--- config.mk ---
export PLATFORM = sky130hd
export DESIGN_NAME = led_pattern_controller
export DESIGN_NICKNAME = d
export VERILOG_FILES = /design/src/rtl/led_pattern_controller.sv
export SDC_FILE = /design/constraint.sdc
export NUM_CORES = 1
export LEC_CHECK = 0
export CORE_MARGIN = 1.5
export CORE_UTILIZATION = 40
export DETAILED_ROUTE_END_ITERATION = 10
export PLACE_DENSITY = 0.54
export SLEW_MARGIN = 25
export SYNTH_ARGS = -nofsm -noshare
export SYNTH_HDL_FRONTEND = slang
export SYNTH_SLANG_ARGS = --single-unit
export TNS_END_PERCENT = 20
--- constraint.sdc ---
create_clock -name i_clk -period 7.9 [get_ports i_clk]
set_input_delay 1.58 -clock i_clk [delete_from_list [all_inputs] [get_ports i_clk]]
set_output_delay 1.58 -clock i_clk [all_outputs]
set_load 0.01 [all_outputs]
--- src/rtl/led_pattern_controller.sv ---
// Purpose: board-input conditioning plus MIRROR/BLINK/CHASE LED sequencer for the Basys3 LED bank.
// Latency: pin->debounced 2+DEBOUNCE_CYCLES, debounced->o_led 1, button event->o_mode 1, ->o_led 2.
// Backpressure: none; free-running outputs, every input is sampled every cycle.
module led_pattern_controller #(
  parameter int N_LEDS          = 6,
  parameter int DEBOUNCE_CYCLES = 1_000_000,
  parameter int STEP_CYCLES     = 25_000_000
) (
  input  logic              i_clk,
  input  logic              i_rst,
  input  logic [N_LEDS-1:0] i_switch,
  input  logic              i_mode_btn,
  output logic [N_LEDS-1:0] o_led,
  output logic [1:0]        o_mode
);

  // The button rides along as the top bit of the switch vector through sync/debounce.
  localparam int NB = N_LEDS + 1;
  localparam int DW = $clog2(DEBOUNCE_CYCLES + 1);
  localparam int SW = $clog2(STEP_CYCLES);
  localparam logic [DW-1:0] DB_LAST   = DW'(DEBOUNCE_CYCLES - 1);
  localparam logic [SW-1:0] STEP_LAST = SW'(STEP_CYCLES - 1);

  localparam logic [1:0] MODE_MIRROR = 2'd0;
  localparam logic [1:0] MODE_BLINK  = 2'd1;
  localparam logic [1:0] MODE_CHASE  = 2'd2;

  logic [NB-1:0]     raw;
  logic [NB-1:0]     sync1;
  logic [NB-1:0]     sync2;
  logic [NB-1:0]     stable;
  logic [DW-1:0]     db_cnt [NB];
  logic              btn_prev;
  logic              btn_evt;
  logic [N_LEDS-1:0] sw_db;

  logic [1:0]        state;
  logic [1:0]        state_next;
  logic              mode_change;
  logic              tick;
  logic [SW-1:0]     step_cnt;
  logic              blink_phase;
  logic [N_LEDS-1:0] chase;
  logic [N_LEDS-1:0] led_next;

  assign raw    = {i_mode_btn, i_switch};
  assign sw_db  = stable[N_LEDS-1:0];
  assign o_mode = state;

  // Two-flop synchronizer for every asynchronous board input.
  always_ff @(posedge i_clk or posedge i_rst) begin
    if (i_rst) begin
      sync1 <= '0;
      sync2 <= '0;
    end else begin
      sync1 <= raw;
      sync2 <= sync1;
    end
  end

  // Per-bit debounce: accept a new level only after DEBOUNCE_CYCLES consecutive differing cycles.
  always_ff @(posedge i_clk or posedge i_rst) begin
    if (i_rst) begin
      stable <= '0;
      for (int b = 0; b < NB; b++) begin
        db_cnt[b] <= '0;
      end
    end else begin
      for (int b = 0; b < NB; b++) begin
        if (sync2[b] == stable[b]) begin
          db_cnt[b] <= '0;
        end else if (db_cnt[b] == DB_LAST) begin
          db_cnt[b] <= '0;
          stable[b] <= sync2[b];
        end else begin
          db_cnt[b] <= db_cnt[b] + 1'b1;
        end
      end
    end
  end

  // Remember the previous debounced button level for rising-edge detection.
  always_ff @(posedge i_clk or posedge i_rst) begin
    if (i_rst) begin
      btn_prev <= 1'b0;
    end else begin
      btn_prev <= stable[N_LEDS];
    end
  end

  // Press (0->1) of the debounced button is the only mode-step event; release is ignored.
  assign btn_evt = stable[N_LEDS] & ~btn_prev;

  // Mode FSM state register.
  always_ff @(posedge i_clk or posedge i_rst) begin
    if (i_rst) begin
      state <= MODE_MIRROR;
    end else begin
      state <= state_next;
    end
  end

  // Mode FSM next state: cycle on each press, recover from the unused code.
  always_comb begin
    state_next = state;
    case (state)
      MODE_MIRROR: if (btn_evt) state_next = MODE_BLINK;
      MODE_BLINK:  if (btn_evt) state_next = MODE_CHASE;
      MODE_CHASE:  if (btn_evt) state_next = MODE_MIRROR;
      default:     state_next = MODE_MIRROR;
    endcase
  end

  // Mode FSM outputs: change strobe, step tick and the LED pattern for the current mode.
  always_comb begin
    mode_change = (state_next != state);
    tick        = (step_cnt == STEP_LAST);
    led_next    = '0;
    case (state)
      MODE_MIRROR: led_next = sw_db;
      MODE_BLINK:  led_next = blink_phase ? sw_db : '0;
      MODE_CHASE:  led_next = chase;
      default:     led_next = '0;
    endcase
  end

  // Step timer; a mode change restarts it so every mode begins with a full step.
  always_ff @(posedge i_clk or posedge i_rst) begin
    if (i_rst) begin
      step_cnt <= '0;
    end else if (mode_change || tick) begin
      step_cnt <= '0;
    end else begin
      step_cnt <= step_cnt + 1'b1;
    end
  end

  // Animation state: entry values on mode change (which wins over a coincident tick), else advance on tick.
  always_ff @(posedge i_clk or posedge i_rst) begin
    if (i_rst) begin
      blink_phase <= 1'b1;
      chase       <= N_LEDS'(1);
    end else if (mode_change) begin
      blink_phase <= 1'b1;
      chase       <= N_LEDS'(1);
    end else if (tick) begin
      if (state == MODE_BLINK) begin
        blink_phase <= ~blink_phase;
      end
      if (state == MODE_CHASE) begin
        chase <= {chase[N_LEDS-2:0], chase[N_LEDS-1]};
      end
    end
  end

  // Registered LED drive.
  always_ff @(posedge i_clk or posedge i_rst) begin
    if (i_rst) begin
      o_led <= '0;
    end else begin
      o_led <= led_next;
    end
  end

endmodule

-- After elaboration in Yosys (flattened, before gate mapping)
Index checks and enable logic that the tools add are counted.
- bits in registers: 202
- latch bits: 0
- bits in writable memories: 0
- bits in read-only memories: 0
- output and inout bits: 8
- word-level logic and storage cells: 99
- memories: 0
- add/subtract/negate cells: 8
- $mul: 0
- div/mod/pow operators: 0
- order comparisons: 0
- equality and inequality tests: 18
- shift-type cells: 0
- mux-type cells: 27
- bitwise gates (word level): 10
- reduce and logical (&&, ||, !) cells: 14
- operator list (kind ; count):
    20-bit 2-to-1 mux ; 14
    20-bit by 1-bit adder with 20-bit output, second input constant ; 7
    20-bit equality test, second input constant ; 7
    25-bit by 1-bit adder with 25-bit output, second input constant ; 1
    25-bit equality test, second input constant ; 1
    25-bit 2-to-1 mux ; 1
    6-bit 2-to-1 mux ; 4
    6-bit case mux with 3 select lines ; 1
    2-bit AND reduction ; 9
    1-bit inverter ; 9
    1-bit equality test ; 7
    2-bit 2-to-1 mux ; 3
    2-bit case mux with 3 select lines ; 1
    2-bit nonzero test ; 3
    1-bit 2-to-1 mux ; 3
    2-bit by 1-bit equality test with 1-bit output, second input constant ; 1
    2-bit equality test, second input constant ; 1
    2-bit zero test ; 1
    2-bit inequality test ; 1
    1-bit AND ; 1
    1-bit logical OR ; 1

-- Depth between registers and ports, before layout
Gate-level depths: netlist of the first run.
- depth in word-level cells: 7
- mapped depth: 7
- depth with buffers taken out: 5

-- Least setup slack after synthesis of the first run
Ideal clock, no wire load.
- path type: register to register
- start point: reg db_cnt[20] (netlist name)
- end point: reg db_cnt[38] (netlist name)
- library setup time: 0.078 ns
- arrival: 1.920 ns
- required time: 7.822 ns
- path slack: 5.901 ns
- stages on the path, launching flop included: 6
- buffers on the path: 0
- period minus slack after synthesis: 1.999 ns
- path through: dfrtp_1 > ha_1 > nand4_2 > or4_4 > or4_1 > a21oi_1
- cells in the longest elaborated chain, start to end: 3
- elaborated cells between the ends (all ways): 4
- those cells by class: 1 x add/sub; 1 x eq/ne; 2 x mux
- RTL lines (what ; RTL line ; text):
    start, declared ; 32 ; logic [DW-1:0] db_cnt [NB];
    start signal, assigned by index ; 76 ; db_cnt[b] <= db_cnt[b] + 1'b1;
    20-bit by 1-bit adder with 20-bit output / 20-bit equality test (equally long branches) ; 76, 72 ;
    20-bit 2-to-1 mux (*) ; 72 ; end else if (db_cnt[b] == DB_LAST) begin
    20-bit 2-to-1 mux (*) ; 70 ; if (sync2[b] == stable[b]) begin
Mark *: on every way between the ends. The rest lies on a longest branch, timed or not.
A chain may end at the register's enable or synchronous reset.

-- Final worst setup path of the first run
- start point: reg state[1] (netlist: o_mode[1])
- end point: out o_mode[1]
- RTL lines (what ; RTL line ; text):
    start, declared ; 37 ; logic [1:0] state;
    start signal, assigned ; 99 ; state <= state_next;
    end, declared ; 14 ; output logic [1:0] o_mode
No word-level cell between the ends.

==> flow_summary.yaml, run 1 <==
floorplan:
  core_mm2: 0.0242
  fp.dieArea_mm2: 0.0254
  io_pins: 17
  die_w_um: 159
  die_y_um: 159
  start_util: 0.404
  num_rows: 57
synth:
  synth_common_cells: "200 x dfrtp_1, 120 x nor2_1, 72 x xor2_1, 69 x nand3_1, 61 x nand2_1"
  seq_area_frac_synth: 0.518
  synth_seq_cells: 202
  synth.avg_cell_area_um2: 9.90
  synth.largest_area_cell: "dfrtp_1"
  ys_top_cells_by_area: "dfrtp_1 51%, xor2_1 6.5%, nor2_1 4.6%"
  synth_cell_types: 47
  synth_area_mm2: 0.00977
  ys_warn_count: 0
  synthesis.nets: 1004
  syn_inst: 987
  synth_edf_count: 0
  synth.most_common_cell: "dfrtp_1"
  async_reset_ff_frac: 1.00
  synth_top_area_frac: 0.512
  synthFlopType: "dfrtp_1"
worst_hold_path:
  min_from: "sync1[0]$_DFF_PP0_"
  hold_path.class: "reg -> reg"
  hold_end: "sync2[0]$_DFF_PP0_"
  holdPathStages: 0
global_routing:
  grt_pass1_vias: 7052
  antenna_found_initial: 0
  grt_pass1_wl_um: 34200
  grt_max_degree: 147
  grt_usage: 0.158
  grt_overflow: 0
detailed_routing:
  dr.pass1.iters: 4
  finalWirelength_um: 19200
  ant_nets: 0
  drc: 0
  avgViaCountPerCell: 5.31
  post_drt_wl_per_cell_um: 14.4
  drt_iter0_drc: 363
  vias: 7091
timing:
  hold_violations: 0
  skew_ns: 0.00791
  maxSlewViolCount: 0
  worst_pin_slew_ns: 0.841
  tns_ns: 0
  whs_ns: 0.347
  rsz0062_at_grt: "false"
  period_minus_slack_ns: 3.58
  min_period_over_period: 0.454
  max_freq_mhz: 279
  setup_viol: 0
  relSlewSlack: 0.436
critical_path:
  crit_arrival_ns: 2.00
  r2r_start: "step_cnt[0]$_DFF_PP0_"
  cp-end-kind: "output port"
  start_kind: "flop"
  slowest_delay_ns: 0.77
  cp_data_required_time_ns: 6.32
  path_cells: "clkdlybuf4s50_1"
  crit_slowest_cell: "dfrtp_1"
  path_class: "reg -> out"
  path_delay_family: "flip-flops"
  r2r_slack_ns: 5.23
  r2r_cells: 6
  worstPathMaxFanout: 19
  rr_endpoint: "step_cnt[17]$_DFF_PP0_"
  worstPathBufferInverterCount: 1
  worst-path-stages: 1
finish:
  syn2layout_area_growth_pct: 13.0
  fin_area_mm2: 0.0110
  fill_cells: 2325
  utilization: 0.457
  finalNetCount: 1012
  seq_area_mm2: 0.00506
  n_antenna_cell: 0
  multi_input_area_mm2: 0.00446
  drive_gt1_frac: 0.0722
clock_network:
  hold_buffers: 0
  clockBufferDepth: 3
  clock_latency_ns: 0.51
  cts_buffers: 24
  cts_tree: "yes"
  cts_resized: 0
  post_cts_buffers: 0
  path_clk_slew_ns: 0.06
  clock_sinks: 202
  root_buffer: "clkbuf_16"
  cts_max_level: 1
placed_design:
  port_buffers: 16
  gp_routability_congestion: 0.758
  post_dp_cell_area_mm2: 0.0102
  hpwl_um: 12300
power_and_ir_drop:
  p_leak_uw: 0.00445
  irDropWorstVdd_uv: 180
  total_power_uw: 2230
  power_density_mw_per_mm2: 202
run:
  maxCapViolCount: 0
status:
  status: "completed"
## cell families (layout without fill, tap and decap cells)
| logic type | count (synthesis) | count (layout) | share of synthesized area |
|---|---|---|---|
| xor gates and xnor gates | 104 | 104 | 0.0932 |
| buffers and inverters | 64 | 88 | 0.0275 |
| and+or+nand+nor | 464 | 464 | 0.256 |
| muxes | 13 | 13 | 0.0142 |
| adders and majority gates | 8 | 8 | 0.0102 |
| DFF | 202 | 202 | 0.518 |
| AOI/OAI and AO/OA | 132 | 132 | 0.0809 |
## routing by layer
layer	up-vias	GRT usage	part of all wire
met5	-	0	0
met2	63	0.246	0.45
li1	3563	-	-
met4	0	0.0425	0.018
met3	31	0.0253	0.028
met1	3434	0.228	0.50
## where the power goes
group / internal [µW] / switching (µW)
combinational: 16.5 / 42.9
sequential: 1050 / 11.3
clock: 686 / 426
## cell usage in the layout, fill, tap and decap left out, types with 16 or more instances in the layout
cell type | Yosys | routed
a21oi_1 | 54 | 54
and3_1 | 18 | 18
and4_1 | 16 | 16
clkbuf_16 | 0 | 25
clkdlybuf4s50_1 | 0 | 16
dfrtp_1 | 200 | 200
inv_1 | 22 | 21
nand2_1 | 61 | 61
nand3_1 | 69 | 69
nand4_1 | 43 | 43
nor2_1 | 120 | 120
nor3_1 | 16 | 16
o21ai_0 | 33 | 31
o31ai_1 | 30 | 27
or3_1 | 25 | 25
or4_1 | 29 | 29
xnor2_1 | 32 | 32
xor2_1 | 72 | 72
## registers in the layout (all words and copies together) (netlist names)
| name | cells |
|---|---|
| sync2 | 7 |
| o_mode | 2 |
| db_cnt | 140 |
| chase | 6 |
| sync1 | 7 |
| stable | 7 |
| step_cnt | 25 |
| o_led | 6 |
| blink_phase | 1 |
| btn_prev | 1 |
## stage by stage
step           setup slack (ns)  std cells
2_1_floorplan             0.813        987
3_3_place_gp               4.19       1293
3_5_place_dp               4.22       1293
4_1_cts                    4.30       1335
5_1_grt                    4.27       1335
6_report                   4.32       1335
## worst max path at each step
stage	endpoint	slack, ns	startpoint
floorplan	btn_prev$_DFF_PP0_	0.81	i_rst
global placement	db_cnt[130]$_DFF_PP0_	4.19	i_rst
detailed placement	db_cnt[130]$_DFF_PP0_	4.22	i_rst
CTS	o_mode[1]	4.30	o_mode[1]$_DFF_PP0_
global route	o_mode[1]	4.27	o_mode[1]$_DFF_PP0_
finish	o_mode[1]	4.32	o_mode[1]$_DFF_PP0_
## layout make-up
cell class | instances | share of cell area
sequential | 202 | 0.458
timing repair buffer | 24 | 0.0200
inverter | 22 | 0.00861
tap | 324 | 0.0367
clock buffer | 34 | 0.0643
multi-input combinational | 721 | 0.404
clock inverter | 8 | 0.00816
Note: power is estimated with default switching activity, not from simulation.
==> inputs of run 2 (changes only) <==
--- a/config.mk
+++ b/config.mk
@@ -8,7 +8,7 @@
 export CORE_MARGIN = 1.5
 export CORE_UTILIZATION = 40
 export DETAILED_ROUTE_END_ITERATION = 10
-export PLACE_DENSITY = 0.54
+export PLACE_DENSITY = 0.56
 export SLEW_MARGIN = 25
 export SYNTH_ARGS = -nofsm -noshare
 export SYNTH_HDL_FRONTEND = slang
==> constraint.sdc (replaced) <==
create_clock -name i_clk -period 3.1 [get_ports i_clk]
set_input_delay 0.62 -clock i_clk [delete_from_list [all_inputs] [get_ports i_clk]]
set_output_delay 0.62 -clock i_clk [all_outputs]
set_load 0.01 [all_outputs]
==> run 2 against run 1 <==
Critical path depth is the same. Via count grew 0.59%. Count of clock-buffer cells in the layout grew 2. Design area grew 0.80%. Non-clock buffer count grew 7.
==> flow_summary.yaml, run 2 (same netlist as run 1, synthesis figures left out) <==
critical_path:
  slowest_delay_ns: 0.78
  cp-end-kind: "output port"
  crit_arrival_ns: 1.99
  path_class: "reg -> out"
  worstPathBufferInverterCount: 1
  cp_data_required_time_ns: 2.48
  r2r_slack_ns: 0.81
  crit_slowest_cell: "dfrtp_1"
  worst-path-stages: 1
  r2r_start: "db_cnt[116]$_DFF_PP0_"
  path_delay_family: "flip-flops"
  path_cells: "clkdlybuf4s50_1"
  start_kind: "flop"
  rr_endpoint: "db_cnt[105]$_DFF_PP0_"
  worstPathMaxFanout: 19
  r2r_cells: 5
power_and_ir_drop:
  seqPwrFrac: 0.481
  p_int_uw: 4380
  power_density_mw_per_mm2: 504
  combinationalPowerShare: 0.030
  irDropWorstVdd_uv: 334
  power.switching_uw: 1230
  clock_power_share: 0.489
  power.share.switching: 0.220
  p_leak_uw: 0.00450
timing:
  tns_ns: 0
  max_freq_mhz: 383
  hold_violations: 0
  rsz0062_at_grt: "false"
  setup_viol: 0
  min_period_over_period: 0.842
  worst_pin_slew_ns: 0.747
  maxSlewViolCount: 0
  relSlewSlack: 0.501
  period_minus_slack_ns: 2.61
  skew_ns: 0.0134
  setup_slack_ns: 0.490
floorplan:
  start_util: 0.404
  io_pins: 17
  fp.dieArea_mm2: 0.0254
  num_rows: 57
  die_y_um: 159
  die_w_um: 159
  core_mm2: 0.0242
finish:
  top_register: "db_cnt"
  largestRegisters: "db_cnt: 140 flops, step_cnt: 25 flops"
  finalNetCount: 1019
  largest_register_ffs: 140
  seq_area_mm2: 0.00506
  utilization: 0.460
  instances_no_fill: 1343
  drive_gt1_frac: 0.0805
  final_common_cell: "dfrtp_1"
  syn2layout_area_growth_pct: 13.9
  fill_cells: 2284
  n_antenna_cell: 0
  final_cell_mix: "200 x dfrtp_1, 120 x nor2_1, 72 x xor2_1"
  multi_input_area_mm2: 0.00446
global_routing:
  antenna_found_initial: 0
  grt_pass1_wl_um: 34300
  grt_overflow: 0
  grt_max_degree: 44
  grt_pass1_vias: 7030
  grt_usage: 0.159
worst_hold_path:
  hold_path.class: "reg -> reg"
  hold_end: "sync2[1]$_DFF_PP0_"
  holdPathStages: 0
  min_from: "sync1[1]$_DFF_PP0_"
placed_design:
  dp.cells: 1300
  gp_routability_congestion: 0.756
  hpwl_um: 12500
  port_buffers: 16
  place_ws_ns: 0.812
clock_network:
  hold_buffers: 0
  clock_latency_ns: 0.51
  clock_sinks: 202
  cts_tree: "yes"
  post_cts_buffers: 0
  clockBufferDepth: 3
  path_clk_slew_ns: 0.06
  cts_buffers: 24
  root_buffer: "clkbuf_16"
  cts_max_level: 1
  cts_resized: 0
run:
  maxCapViolCount: 0
status:
  status: "completed"
detailed_routing:
  drc: 0
  vias: 7133
  finalWirelength_um: 19500
  drt_iter0_drc: 277
  avgViaCountPerCell: 5.31
  dr.pass1.iters: 4
  post_drt_wl_per_cell_um: 14.5
  ant_nets: 0
==> run 2: layer usage <==
layer,GRT usage,wire length [µm],vias to the layer above
met1,0.227,9710,3468
met5,0,0,-
li1,-,-,3580
met3,0.0237,559,23
met4,0.0403,327,0
met2,0.253,8880,62
==> run 2: metrics by stage <==
stage	hold slack (ns)	instance area (µm²)	power [µW]
after floorplan	0.331	9780	2850
after global placement	0.333	10300	2920
after detailed placement	0.335	10300	2920
after CTS	0.345	11100	5720
after global routing	0.358	11100	5840
final	0.340	11100	5610
==> run 2: final cells by class <==
type | instances | share of cell area
sequential | 202 | 0.455
multi-input combinational | 721 | 0.401
clock buffer | 36 | 0.0671
tap | 324 | 0.0364
timing repair buffer | 31 | 0.0301
inverter | 22 | 0.00776
clock inverter | 7 | 0.00315
==> run 2: power groups by stage <==
stage	Clock (µW)	Sequential [µW]	Combinational (µW)
global placement	0	2740	176
floorplan	0	2740	111
CTS	2840	2700	178
detailed placement	0	2750	177
global route	2940	2700	198
finish	2750	2700	169
==> run 2: how the worst max path moves through the flow <==
stage,start,to,slack [ns]
floorplan,i_rst,btn_prev$_DFF_PP0_,-0.13
global placement,db_cnt[116]$_DFF_PP0_,db_cnt[105]$_DFF_PP0_,0.86
detailed placement,db_cnt[117]$_DFF_PP0_,db_cnt[105]$_DFF_PP0_,0.81
CTS,o_mode[1]$_DFF_PP0_,o_mode[1],0.47
global route,o_mode[1]$_DFF_PP0_,o_mode[1],0.41
finish,o_mode[1]$_DFF_PP0_,o_mode[1],0.49
